$ cat src/rtl/dmem_stall_ctrl_if.sv
// Data-memory req/ack bus between the M-stage stall controller
// and a variable-latency data memory.
interface dmem_stall_ctrl_if;
  logic        mem_req;
  logic        mem_we;
  logic [31:0] mem_addr;
  logic [31:0] mem_wdata;
  logic [31:0] mem_rdata;
  logic        mem_ack;

  modport master (
    output mem_req,
    output mem_we,
    output mem_addr,
    output mem_wdata,
    input  mem_rdata,
    input  mem_ack
  );

  modport slave (
    input  mem_req,
    input  mem_we,
    input  mem_addr,
    input  mem_wdata,
    output mem_rdata,
    output mem_ack
  );
endinterface

$ cat src/rtl/dmem_stall_ctrl.sv
// M-stage sequencer for a req/ack data memory: freezes F..M, bubbles W.
// Optional access timeout with ERR state: define DMEM_TIMEOUT_EN.
module dmem_stall_ctrl #(
  parameter int TIMEOUT = 16,
  parameter int CNT_W   = 32
) (
  input  logic             clk,
  input  logic             reset,
  input  logic             MemWriteM,
  input  logic             MemToRegM,
  input  logic [31:0]      ALUOutM,
  input  logic [31:0]      WriteDataM,
  dmem_stall_ctrl_if.master mem,
  output logic [31:0]      ReadDataM,
  output logic             StallM,
  output logic             FlushW,
  output logic             mem_error,
  output logic [CNT_W-1:0] stall_cycles
);

  typedef enum logic [1:0] {
    IDLE,
    REQ,
    DONE,
    ERR
  } state_t;

  state_t           state_q, state_d;
  logic [31:0]      rdata_q, rdata_d;
  logic [CNT_W-1:0] stall_q, stall_d;
  logic             access;
  logic             req;

  assign access = MemWriteM | MemToRegM;

`ifdef DMEM_TIMEOUT_EN
  localparam int TO_W = $clog2(TIMEOUT + 1);
  logic [TO_W-1:0] to_cnt_q, to_cnt_d;
  logic            err_q, err_d;
`endif

  always_comb begin
    state_d = state_q;
    rdata_d = rdata_q;
    StallM  = 1'b0;
    req     = 1'b0;
`ifdef DMEM_TIMEOUT_EN
    to_cnt_d = to_cnt_q;
    err_d    = err_q;
`endif
    unique case (state_q)
      IDLE: begin
        if (access) begin
          StallM  = 1'b1;
          state_d = REQ;
`ifdef DMEM_TIMEOUT_EN
          to_cnt_d = '0;
`endif
        end
      end
      REQ: begin
        req    = 1'b1;
        StallM = 1'b1;
        if (mem.mem_ack) begin
          if (!MemWriteM) rdata_d = mem.mem_rdata;
          state_d = DONE;
        end
`ifdef DMEM_TIMEOUT_EN
        else begin
          to_cnt_d = to_cnt_q + TO_W'(1);
          if (to_cnt_d == TO_W'(TIMEOUT)) begin
            state_d = ERR;
            err_d   = 1'b1;
          end
        end
`endif
      end
      DONE: state_d = IDLE;
`ifdef DMEM_TIMEOUT_EN
      ERR: StallM = 1'b1;
`endif
      default: state_d = IDLE;
    endcase

    // Saturate rather than wrap so long runs stay meaningful
    stall_d = stall_q;
    if (StallM && (stall_q != '1))
      stall_d = stall_q + CNT_W'(1);
  end

  always_ff @(posedge clk) begin
    if (reset) begin
      state_q <= IDLE;
      rdata_q <= '0;
      stall_q <= '0;
`ifdef DMEM_TIMEOUT_EN
      to_cnt_q <= '0;
      err_q    <= 1'b0;
`endif
    end else begin
      state_q <= state_d;
      rdata_q <= rdata_d;
      stall_q <= stall_d;
`ifdef DMEM_TIMEOUT_EN
      to_cnt_q <= to_cnt_d;
      err_q    <= err_d;
`endif
    end
  end

  assign mem.mem_req   = req;
  assign mem.mem_we    = MemWriteM;
  assign mem.mem_addr  = ALUOutM;
  assign mem.mem_wdata = WriteDataM;

  assign ReadDataM    = rdata_q;
  assign FlushW       = StallM;
  assign stall_cycles = stall_q;

`ifdef DMEM_TIMEOUT_EN
  assign mem_error = err_q;
`else
  assign mem_error = 1'b0;
`endif

endmodule

$ cat src/flat_wrapper.sv
// flat-port wrapper written by rule: the top's interface ports become plain ports
module dmem_stall_ctrl_flat 
#(
  parameter int TIMEOUT = 16,
  parameter int CNT_W   = 32
)
  (clk, reset, MemWriteM, MemToRegM, ALUOutM, WriteDataM, ReadDataM, StallM, FlushW, mem_error, stall_cycles, mem_mem_req, mem_mem_we, mem_mem_addr, mem_mem_wdata, mem_mem_rdata, mem_mem_ack);
  dmem_stall_ctrl_if mem_i ();
  input  logic clk;
  input  logic reset;
  input  logic MemWriteM;
  input  logic MemToRegM;
  input  logic [31:0] ALUOutM;
  input  logic [31:0] WriteDataM;
  output logic [31:0] ReadDataM;
  output logic StallM;
  output logic FlushW;
  output logic mem_error;
  output logic [CNT_W-1:0] stall_cycles;
  output wire logic [$bits(mem_i.mem_req)-1:0] mem_mem_req;
  output wire logic [$bits(mem_i.mem_we)-1:0] mem_mem_we;
  output wire logic [$bits(mem_i.mem_addr)-1:0] mem_mem_addr;
  output wire logic [$bits(mem_i.mem_wdata)-1:0] mem_mem_wdata;
  input wire logic [$bits(mem_i.mem_rdata)-1:0] mem_mem_rdata;
  input wire logic [$bits(mem_i.mem_ack)-1:0] mem_mem_ack;
  assign mem_mem_req = mem_i.mem_req;
  assign mem_mem_we = mem_i.mem_we;
  assign mem_mem_addr = mem_i.mem_addr;
  assign mem_mem_wdata = mem_i.mem_wdata;
  assign mem_i.mem_rdata = mem_mem_rdata;
  assign mem_i.mem_ack = mem_mem_ack;
  dmem_stall_ctrl #(.TIMEOUT(TIMEOUT), .CNT_W(CNT_W)) u_core (.clk(clk), .reset(reset), .MemWriteM(MemWriteM), .MemToRegM(MemToRegM), .ALUOutM(ALUOutM), .WriteDataM(WriteDataM), .mem(mem_i), .ReadDataM(ReadDataM), .StallM(StallM), .FlushW(FlushW), .mem_error(mem_error), .stall_cycles(stall_cycles));
endmodule
$ cat config.mk
export PLATFORM = sky130hd
export DESIGN_NAME = dmem_stall_ctrl_flat
export DESIGN_NICKNAME = d
export VERILOG_FILES = /design/src/rtl/dmem_stall_ctrl_if.sv /design/src/rtl/dmem_stall_ctrl.sv /design/src/flat_wrapper.sv
export SDC_FILE = /design/constraint.sdc
export NUM_CORES = 1
export LEC_CHECK = 0
export CORE_ASPECT_RATIO = 0.9
export CORE_UTILIZATION = 39
export DETAILED_ROUTE_END_ITERATION = 8
export PLACE_DENSITY_LB_ADDON = 0.12
export SYNTH_ARGS = -nofsm -noshare
export SYNTH_HDL_FRONTEND = slang
export SYNTH_SLANG_ARGS = --single-unit
$ cat constraint.sdc
create_clock -name clk -period 5.2 [get_ports clk]
set_clock_uncertainty 0.2 [all_clocks]
set_input_delay 0.78 -clock clk [delete_from_list [all_inputs] [get_ports clk]]
set_output_delay 0.78 -clock clk [all_outputs]
set_load 0.005 [all_outputs]
==> results of run 1 <==
## how the worst min path moves through the flow
| stage | start | end | slack (ns) | cells past startpoint |
|---|---|---|---|---|
| after detailed placement | u_core.ReadDataM[0] | u_core.ReadDataM[0] | 0.25 | 2 |
| final | u_core.ReadDataM[9] | u_core.ReadDataM[9] | 0.25 | 2 |
| after global routing | u_core.ReadDataM[15] | u_core.ReadDataM[15] | 0.28 | 2 |
| after CTS | u_core.ReadDataM[0] | u_core.ReadDataM[0] | 0.26 | 2 |
| after global placement | u_core.ReadDataM[19] | u_core.ReadDataM[19] | 0.24 | 2 |
| after floorplan | u_core.state_q[0] | u_core.state_q[0] | 0.23 | 1 |
## state kept, by name, summed over array words and instances, names as in the netlist
| register | count |
|---|---|
| u_core.state_q | 2 |
| u_core.ReadDataM | 32 |
| u_core.stall_cycles | 32 |
## cell usage in the layout, fill, tap and decap left out, drive strengths merged
cell,n
clkdlybuf4s50,103
nand2,77
dfxtp,66
a21oi,57
nand4,17
o21ai,16
or3,16
nor2,15
clkbuf,14
nand3,13
o31ai,10
or4,9
nor3,6
nor2b,5
or2,5
nor4,5
mux2,4
buf,4
and3,3
xor2,3
inv,2
o311ai,2
nand3b,1
a211oi,1
nor4b,1
ha,1
conb,1
bufinv,1
clkinv,1
## worst max-delay path: cells and delay by family
kind	cells	cell delay, ns
simple gates	2	0.87
buf+inv	3	1.15
## synthesized netlist by cell type (all sizes together)
master,number
nand2,77
buf,73
dfxtp,66
a21oi,57
clkbuf,17
nand4,17
o21ai,16
or3,16
nor2,15
nand3,13
o31ai,10
or4,9
nor3,6
nor2b,5
nor4,5
or2,5
mux2,4
and3,3
xor2,3
inv,2
o311ai,2
a211oi,1
conb,1
ha,1
nand3b,1
nor4b,1
## area by class of cell
class                           instances  area, um2  share of cell area [%]
Clock buffer                           14      162.7                   3.842
Timing Repair Buffer                  107       1059                   25.00
Sequential cell                        66       1321                   31.21
Tap cell                              119      148.9                   3.517
Multi-Input combinational cell        268       1500                   35.43
Clock inverter                          2      35.03                  0.8274
Inverter                                2      7.507                  0.1773
## layer usage
| metal | global-route usage (%) | routed length, um | vias to the layer above |
|---|---|---|---|
| li1 | - | - | 1464 |
| met4 | 6.159 | 150 | 0 |
| met3 | 9.546 | 825 | 28 |
| met1 | 23.15 | 3599 | 1383 |
| met5 | 0 | 0 | - |
| met2 | 28.14 | 3638 | 122 |
## kinds of logic (layout without fill, tap and decap cells)
group	Yosys count	after routing	share of synthesized area (%)
flip-flops	66	66	38.51
AND/OR/NAND/NOR	173	173	27.10
XOR/XNOR	3	3	0.7660
AO/OA/AOI/OAI	86	86	13.57
multiplexers	4	4	1.751
other	1	1	0.1093
adder cells (fa/ha/maj)	1	1	0.3646
buffers and inverters	92	125	17.83
## where the power goes
group          switching [mW]  total, mW  internal [mW]
Sequential            0.00772      0.524          0.516
Combinational          0.0375     0.0902         0.0527
Clock                   0.192      0.440          0.248
Total                   0.237       1.05          0.817
## through the flow
step | util, % | cells
after floorplan | - | 426
after global placement | 47.11 | 562
after detailed placement | 47.11 | 562
after CTS | 49.42 | 578
after global routing | 49.42 | 578
final | 49.42 | 578
==> out/results.ini, run 1 <==
[detailed_routing]
dr.first_iter.drc_count = 141
vias_per_cell = 5.185
ant_nets = 0
drt-total-wl_um = 8214
firstDrtPassIters = 4
drc_errors = 0
num_vias = 2997
wire_per_inst_um = 14.21

[flow_run]
maxCapViolCount = 0

[placed_design]
gp_congestion = 0.8267
place_area_um2 = 4036
dp_slack_ns = 1.406
dpl.hpwl_um = 5658
io_buffer_count = 104

[logic_synthesis]
synth_seq_area_share_pct = 38.51
avgSynthCellArea_um2 = 8.053
syn_area_um2 = 3431
yosysUniqueCellTypes = 38
yosysWarnings = 0
syn_inst = 426
ys_seq_elements = 66
synth_top_area_share_pct = 38.51
synth_area_leaders = dfxtp_1, buf_4, nand2_1
syn-num-nets = 528
synth_top_cell_by_area = dfxtp_1

[sta]
period_needed_ns = 3.782
setup_tns_ns = 0
hold_viol = 0
relSlewSlack_pct = 25.79
worstMarginPinSlew_ns = 1.096
rsz0062_at_grt = false
max_freq_ghz = 0.2644
whs_ns = 0.2541
finalWorstSetupSlack_ns = 1.418
slew_viol_final = 0
fin_crit_sh_pct = 72.74
setup_viol = 0

[clock_tree]
cts.clk_slew.worst_paths_ns = 0.07
clk_latency_ns = 0.34
cts_tree = built
cts_setup_buffers = 0
htreeDepth = 3
cts.sinks = 66
hold_buffers = 0
cts_buffer_depth = 2
cts_resized = 0
numCtsBuffers = 9
root_buffer = clkbuf_8

[final_layout]
drive_gt1_share_pct = 7.625
nNetsFinal = 556
area_delta_synth_final_pct = 23.41
stdcell_area_um2 = 4234
fillers = 879
n_antenna_cell = 0

[die]
core_area_um2 = 8568
die_w_um = 100.9
die_area_um2 = 9177
dieHeight_um = 90.98
initial_core_util_pct = 40.04
ios = 234
rows = 32

[worst_setup_path]
cpPeakStageDelay_ns = 0.53
critical_path.most_common_cell = clkdlybuf4s50_1
timing.rr.end = u_core.stall_cycles[6]
required_ns = 4.22
crit_chain = clkdlybuf4s50_1 > nor3_1 > or2_0 > inv_2 > clkdlybuf4s50_1
startpoint = MemWriteM
rrSetupSlack_ns = 2.06
arrival_ns = 2.80
cp_max_fo = 11
slowest_stage = nor3_1
crit-reg2reg-launch = u_core.stall_cycles[9]
setup.worst_path.end = StallM
r2r_cells = 6
crit_path_end_kind = output pin
crit_type = primary input to output pin
start_kind = primary input

[global_route]
antenna_found_initial = 0
grt_max_degree = 37
grt.overflow.total = 0
groute.usage.overall_pct = 18.77
grt_pass1_vias = 2823
grt_pass1_wl_um = 13700

[power]
leakage_nw = 1.349
fin_total_pwr_mw = 1.054
power_density_nw_per_um2 = 248.9
ir_drop_v = 0.0001636

[hold_path]
hold_class = flop to flop

[status]
status = completed

(Power assumes the default switching activity.)
==> inputs of run 2 (changes only) <==
CORE_UTILIZATION = 36   (was 39)
clock period = 3.55 ns   (was 5.2 ns; I/O delays follow)
==> run 2 against run 1 <==
  * Sequential power is 46% higher
  * Combinational power grew 50%
  * Sequential share of layout area decreased by 0.68 points
  * Global-route usage fell by 1.8 points
  * Register-to-register slack worse by 1.1 ns
  * Routed wire length up 3.5%
  * Largest cell class unchanged
  * Highest routed layer unchanged
==> out/results.ini, run 2 (synthesized netlist as in run 1, its figures left out) <==
[sta]
relSlewSlack_pct = 25.81
worstMarginPinSlew_ns = 1.096
period_needed_ns = 3.082
fin_crit_sh_pct = 86.82
hold_viol = 0
rsz0062_at_grt = false
setup_tns_ns = 0
whs_ns = 0.2543
setup_viol = 0
max_freq_ghz = 0.3244
slew_viol_final = 0

[worst_setup_path]
slowest_stage = nor3_1
critPathBufInv = 3
startpoint = MemWriteM
cp.depth = 5
path_delay_family = buffers and inverters
crit-reg2reg-launch = u_core.stall_cycles[20]
r2r_cells = 5
cp_max_fo = 11
crit_path_end_kind = output pin
arrival_ns = 2.35
critical_path.most_common_cell = clkdlybuf4s50_1
required_ns = 2.82
crit_chain = clkdlybuf4s50_1 > nor3_1 > or2_0 > inv_2 > clkdlybuf4s50_1
cpPeakStageDelay_ns = 0.49
start_kind = primary input
crit_type = primary input to output pin

[power]
ir_drop_v = 0.0002311
power_density_nw_per_um2 = 402.4
leakage_nw = 1.393

[global_route]
grt.overflow.total = 0
grt_max_degree = 50
groute.usage.overall_pct = 16.99
grt_pass1_wl_um = 13460
grt_pass1_vias = 2645
antenna_found_initial = 0

[clock_tree]
hold_buffers = 0
cts.clk_slew.worst_paths_ns = 0.07
htreeDepth = 3
cts_resized = 0
cts_setup_buffers = 0
numCtsBuffers = 9
cts_buffer_depth = 2
root_buffer = clkbuf_8
cts_tree = built
cts.sinks = 66
clk_latency_ns = 0.34

[status]
status = completed

[final_layout]
n_antenna_cell = 0
layout_commonest_cell = clkdlybuf4s50_1
fillers = 904
drive_gt1_share_pct = 8.874
mostFrequentLayoutCells = clkdlybuf4s50_1, nand2_1, dfxtp_1
nNetsFinal = 559
area_delta_synth_final_pct = 26.15

[die]
die_w_um = 104.9
dieHeight_um = 94.61
rows = 33
die_area_um2 = 9925
ios = 234
initial_core_util_pct = 37.43
core_area_um2 = 9166

[detailed_routing]
ant_nets = 0
num_vias = 3013
dr.first_iter.drc_count = 110
drt-total-wl_um = 8501
wire_per_inst_um = 14.56
firstDrtPassIters = 4
drc_errors = 0
vias_per_cell = 5.159

[placed_design]
io_buffer_count = 104
dpl.hpwl_um = 5952
gp_congestion = 0.8129

[flow_run]
maxCapViolCount = 0

[hold_path]
hp-start = u_core.ReadDataM[27]
min_delay_path_depth = 2
hold_class = flop to flop

-- run 2: area by class of cell --
type                    count  area, um2  share of cell area [%]
well taps                 122      152.6                   3.527
flip-flops and latches     66       1321                   30.53
clock inverters             7      141.4                   3.267
multi-input cells         268       1500                   34.66
clock buffers               9      123.9                   2.862
inverters                   2      7.507                  0.1735
repair buffers            110       1081                   24.98
-- run 2: final timing paths --
| check | to | slack (ns) |
|---|---|---|
| worst min register to register | u_core.ReadDataM[27] | 0.25 |
| worst max register to register | u_core.stall_cycles[28] | 0.94 |
| worst max-delay path | StallM | 0.47 |
| worst min-delay path | u_core.ReadDataM[27] | 0.25 |
-- run 2: worst register-to-register path: cells and delay by family (launching register included) --
family	cells	cell delay, ns
DFF	1	0.48
and+or+nand+nor	2	0.54
AOI/OAI and AO/OA	3	1.32
-- run 2: per-stage QoR --
step | cell area (um2) | power [mW] | util [%] | setup WS, ns | instances
5_1_grt | 4328 | 1.810 | 47.22 | 0.3324 | 584
4_1_cts | 4328 | 1.765 | 47.22 | 0.4685 | 584
6_report | 4328 | 1.742 | 47.22 | 0.4678 | 584
3_3_place_gp | 4063 | 0.9176 | 44.32 | 0.4806 | 568
3_5_place_dp | 4063 | 0.9197 | 44.32 | 0.4755 | 568
2_1_floorplan | 3431 | 0.8904 | - | 1.306 | 426
-- run 2: power by group --
part	internal (mW)	switching, mW
Clock	0.538	0.303
Combinational	0.0787	0.0563
Sequential	0.755	0.0103
Total	1.37	0.370
-- run 2: metal layers --
layer / vias to the layer above / part of all wire [%] / GRT usage, %
met5: - / 0 / 0
met4: 0 / 0.89 / 4.930
met3: 15 / 11 / 8.282
met2: 134 / 44 / 25.88
met1: 1392 / 45 / 21.25
li1: 1472 / - / -
==> RTL edit 1, RTL diff (settings of run 2) <==
Re-encode `state_t` (4 states) as one-hot, 4 bits wide.
--- a/src/rtl/dmem_stall_ctrl.sv
+++ b/src/rtl/dmem_stall_ctrl.sv
@@ -20,7 +20,7 @@
 
-  typedef enum logic [1:0] {
-    IDLE,
-    REQ,
-    DONE,
-    ERR
+  typedef enum logic [3:0] {
+    IDLE = 4'b0001,
+    REQ  = 4'b0010,
+    DONE = 4'b0100,
+    ERR  = 4'b1000
   } state_t;
Check against the original RTL: same outputs for any inputs over 10 cycles, from zero or initial values and one cycle with reset high; not proved beyond that.
==> RTL edit 1 against run 2 <==
  * Maximum frequency is 5.2% higher
  * Synthesized area is 0.98% lower
  * Sequential power grew 0.9%
  * Cell area is 2.0% lower
  * Sequential cell count rose by 1
  * Power fell by 11%
  * Count of clock-buffer cells in the layout stayed put
  * Setup slack improved by 0.15 ns
  * Wire length shrank 1.8%
  * Largest cell class unchanged
  * Highest routed layer unchanged
==> RTL edit 1: results (changes against run 2) <==
.. list-table::
   :header-rows: 1

   * - Metric
     - Value
   * - Wire length per cell after detailed routing
     - 14.4 microns (-1.1%)
   * - Vias per cell
     - 5.22 (+1.3%)
   * - Vias in the first global route
     - 2682 (+1.4%)
   * - Status
     - complete, no violations
   * - First-pass GRT wire length
     - 13000 microns (-3.4%)
   * - Total global-route track usage
     - 0.165 (-0.00482)
   * - Critical Path Fanout Max
     - 4 (-7)
   * - Met1 WL
     - 3750 microns (-1.1%)
   * - Routing usage on met1
     - 0.210 (-0.00255)
   * - Fillers
     - 899 (-0.55%)
   * - Post-Synthesis Net Count
     - 524 (-0.76%)
   * - Clock-pin slew on the worst setup and hold paths
     - 0.07 ns (about the same)
   * - Worst setup path startpoint
     - MemWriteM
   * - Number of library cell types mapped by synthesis
     - 36 (-5.3%)
   * - Dpl ws
     - 0.542 ns (+0.0666 ns)
   * - Worst-case setup margin in the final layout
     - 0.620 ns (+0.152 ns)
   * - Worst Hold Class
     - reg2reg
   * - Met2 routed WL
     - 3820 microns (+2.7%)
   * - Leak pwr
     - 1.32 nW (-4.9%)
   * - Mean instance size in the synthesized netlist
     - 8.05 sq um (about the same)
   * - Top cell types by occurrence after synthesis
     - nand2_1, buf_4, dfxtp_1, a21oi_1, clkbuf_1
   * - IR Drop Worst-Case VDD
     - 0.000175 V (-24%)
   * - Ratio of cells with drive above 1 in the final layout
     - 0.0786 (-0.0101)
   * - Min-Delay Endpoint
     - u_core.ReadDataM[7]$_SDFFE_PP0P_
   * - Post-placement cell count
     - 564 (-0.70%)
   * - Pwr Total
     - 1.55 mW (-11%)
   * - HPWL after detailed placement
     - 5670 microns (-4.7%)
   * - Final weighted congestion of routability-driven global placement
     - 0.732 (-9.9%)
   * - FF-to-FF setup slack
     - 0.96 ns (+0.02 ns)
   * - Logic depth of the worst register-to-register path
     - 5 (unchanged)
   * - Routed wl met3
     - 611 microns (-33%)
   * - Smallest hold slack
     - 0.253 ns (-0.00121 ns)
   * - Power share of the sequential group
     - 0.499 (+0.059)
   * - Met2 track utilization from global routing
     - 0.257 (-0.00221)
   * - Met3 track utilization from global routing
     - 0.0610 (-0.0218)
   * - Crit Reg-Reg Startpoint
     - u_core.stall_cycles[13]$_SDFFE_PP0P_
   * - Sequential cell area fraction in the yosys report
     - 0.395 (+0.00972)
   * - Clk. pwr
     - 0.643 mW (-24%)
   * - Startpoint of the most critical hold path
     - u_core.ReadDataM[7]$_SDFFE_PP0P_
   * - Capture instance of the worst register-to-register path
     - u_core.stall_cycles[18]$_SDFFE_PP0P_
   * - Headroom to the max-slew limit
     - 0.461 (+0.203)
   * - Largest cells by area after synthesis
     - dfxtp_1, buf_4, a21oi_1, nand2_1, or4_1
   * - Largest net degree at the start of global routing
     - 43 (-14%)
   * - Sw Ratio
     - 0.247 (+0.0345)
   * - Util after Layout
     - 0.465 (-0.00746)
   * - Placed Instance Area
     - 4040 sq um (-0.62%)
   * - First-iteration detailed-routing DRC count
     - 136 (+24%)
   * - WL final
     - 8350 microns (-1.8%)
RTL edit 1: cells by family (layout without fill, tap and decap cells):
kind of cell | Yosys count | after routing | share of synthesized area
AOI/OAI and AO/OA | 93 | 93 | 0.161
xor gates and xnor gates | 1 | 1 | 0.00258
adders and majority gates | 1 | 1 | 0.00368
buffers and inverters | 96 | 132 | 0.182
DFF | 67 | 67 | 0.395
muxes | 4 | 4 | 0.0129
other | 1 | 1 | 0.00110
and+or+nand+nor | 159 | 159 | 0.242
RTL edit 1: critical path, cell delays in order:
cell	delay [ns]
clkdlybuf4s50_1	0.47
o21ba_2	0.25
mux2_2	0.31
nand2_1	0.12
inv_1	0.07
clkdlybuf4s50_1	0.44
RTL edit 1: final cells by class:
type                            count  area share
Sequential cell                    67       0.316
Tap cell                          122      0.0360
Clock inverter                      7      0.0186
Inverter                            6     0.00531
Clock buffer                        9      0.0292
Multi-Input combinational cell    259       0.340
Timing Repair Buffer              110       0.255
==> RTL edit 2, RTL diff (flow settings as in run 2) <==
Made on the original files. `CNT_W` is set to 32 in 2 places; all go to 48.
--- a/src/rtl/dmem_stall_ctrl.sv
+++ b/src/rtl/dmem_stall_ctrl.sv
@@ -4,3 +4,3 @@
   parameter int TIMEOUT = 16,
-  parameter int CNT_W   = 32
+  parameter int CNT_W   = 48
 ) (
--- a/src/flat_wrapper.sv
+++ b/src/flat_wrapper.sv
@@ -4,3 +4,3 @@
   parameter int TIMEOUT = 16,
-  parameter int CNT_W   = 32
+  parameter int CNT_W   = 48
 )
Ports: changed (resized stall_cycles); port bits go from 234 to 250. The function was not compared with the original's and may differ.
==> RTL edit 2 against run 2 <==
  * Global-route usage is 2.1 points higher
  * Cell area is 29% higher
  * Count of clock-buffer cells in the layout is 1 higher
  * Wire length is 41% higher
  * Setup slack worse by 0.041 ns
  * Power is 22% higher
  * Sequential cell count is 16 higher
  * Synthesized area is 28% higher
  * Critical path depth stayed put
  * Largest power group unchanged
==> RTL edit 2: results (changes against run 2) <==
.. list-table::
   :header-rows: 1

   * - Metric
     - Value
   * - Status
     - complete, no violations
   * - Crit share post-route
     - 0.880 (+0.0115)
   * - Clk cell area share
     - 0.0587 (-0.00259)
   * - IR Drop Worst-Case VDD
     - 0.000228 V (-1.2%)
   * - Logic depth of the worst register-to-register path
     - 6 (+1)
   * - Smallest hold slack
     - 0.253 ns (-0.00122 ns)
   * - Total global-route track usage
     - 0.190 (+0.0205)
   * - Critical Path Fanout Max
     - 12 (+1)
   * - Post-placement cell count
     - 736 (+30%)
   * - Routed wl met3
     - 1020 microns (+12%)
   * - Timing endpoint of the critical path
     - FlushW
   * - Count of buffers not belonging to the clock network in the layout
     - 128 (+16%)
   * - Post-layout nets
     - 693 (+24%)
   * - Post-Synthesis Net Count
     - 650 (+23%)
   * - Standard cell with the maximum stage delay on the critical path
     - clkdlybuf4s50_1
   * - Number of non-clock inverters
     - 7 (+5)
   * - Layout buffering overhead excluding clock cells
     - 0.226 (-0.0240)
   * - Largest cells by area after synthesis
     - dfxtp_1, buf_4, nand2_1, a21oi_1, mux2_2
   * - Critical Path AT
     - 2.39 ns (+0.04 ns)
   * - Largest net degree at the start of global routing
     - 58 (+16%)
   * - Met2 routed WL
     - 5240 microns (+41%)
   * - Sequential cell area fraction in the yosys report
     - 0.372 (-0.0127)
   * - First-pass GRT wire length
     - 19200 microns (+43%)
   * - Vias in the first global route
     - 3737 (+41%)
   * - Post-route cell area
     - 5560 sq um (+29%)
   * - FF-to-FF setup slack
     - 0.86 ns (-0.08 ns)
   * - Final non-filler cell total
     - 752 (+29%)
   * - Sw Ratio
     - 0.221 (+0.00819)
   * - Crit Reg-Reg Startpoint
     - u_core.stall_cycles[0]$_SDFFE_PP0P_
   * - Met2 track utilization from global routing
     - 0.282 (+0.0235)
   * - Headroom to the max-slew limit
     - 0.326 (+0.0680)
   * - Total of buffers placed on input and output ports
     - 120 (+15%)
[RTL edit 2: cell count changes after synthesis, sizes merged, moves of 5 or more]
| cell | before | now |
|---|---|---|
| nor3 | 6 | 12 |
| or4 | 9 | 14 |
| dfxtp | 66 | 82 |
| nand3 | 13 | 18 |
| mux2 | 4 | 19 |
| inv | 2 | 7 |
| and4 | 0 | 5 |
| nand2 | 77 | 87 |
| nor2 | 15 | 31 |
| nor2b | 5 | 20 |
| nor4 | 5 | 16 |
[RTL edit 2: power by group through the flow]
stage,clock network (mW),logic (mW),registers [mW]
finish,1.02,0.153,0.949
global route,1.08,0.169,0.950
CTS,1.05,0.155,0.949
detailed placement,0,0.154,0.969
global placement,0,0.152,0.968
floorplan,0,0.121,0.968
[RTL edit 2: kinds of logic after synthesis]
group	Yosys count	synth area share
compound gates	93	0.118
fa+ha+maj	1	0.00284
buf+inv	103	0.148
flops	82	0.372
mux	20	0.0508
other cells	1	0.000851
simple gates	248	0.307
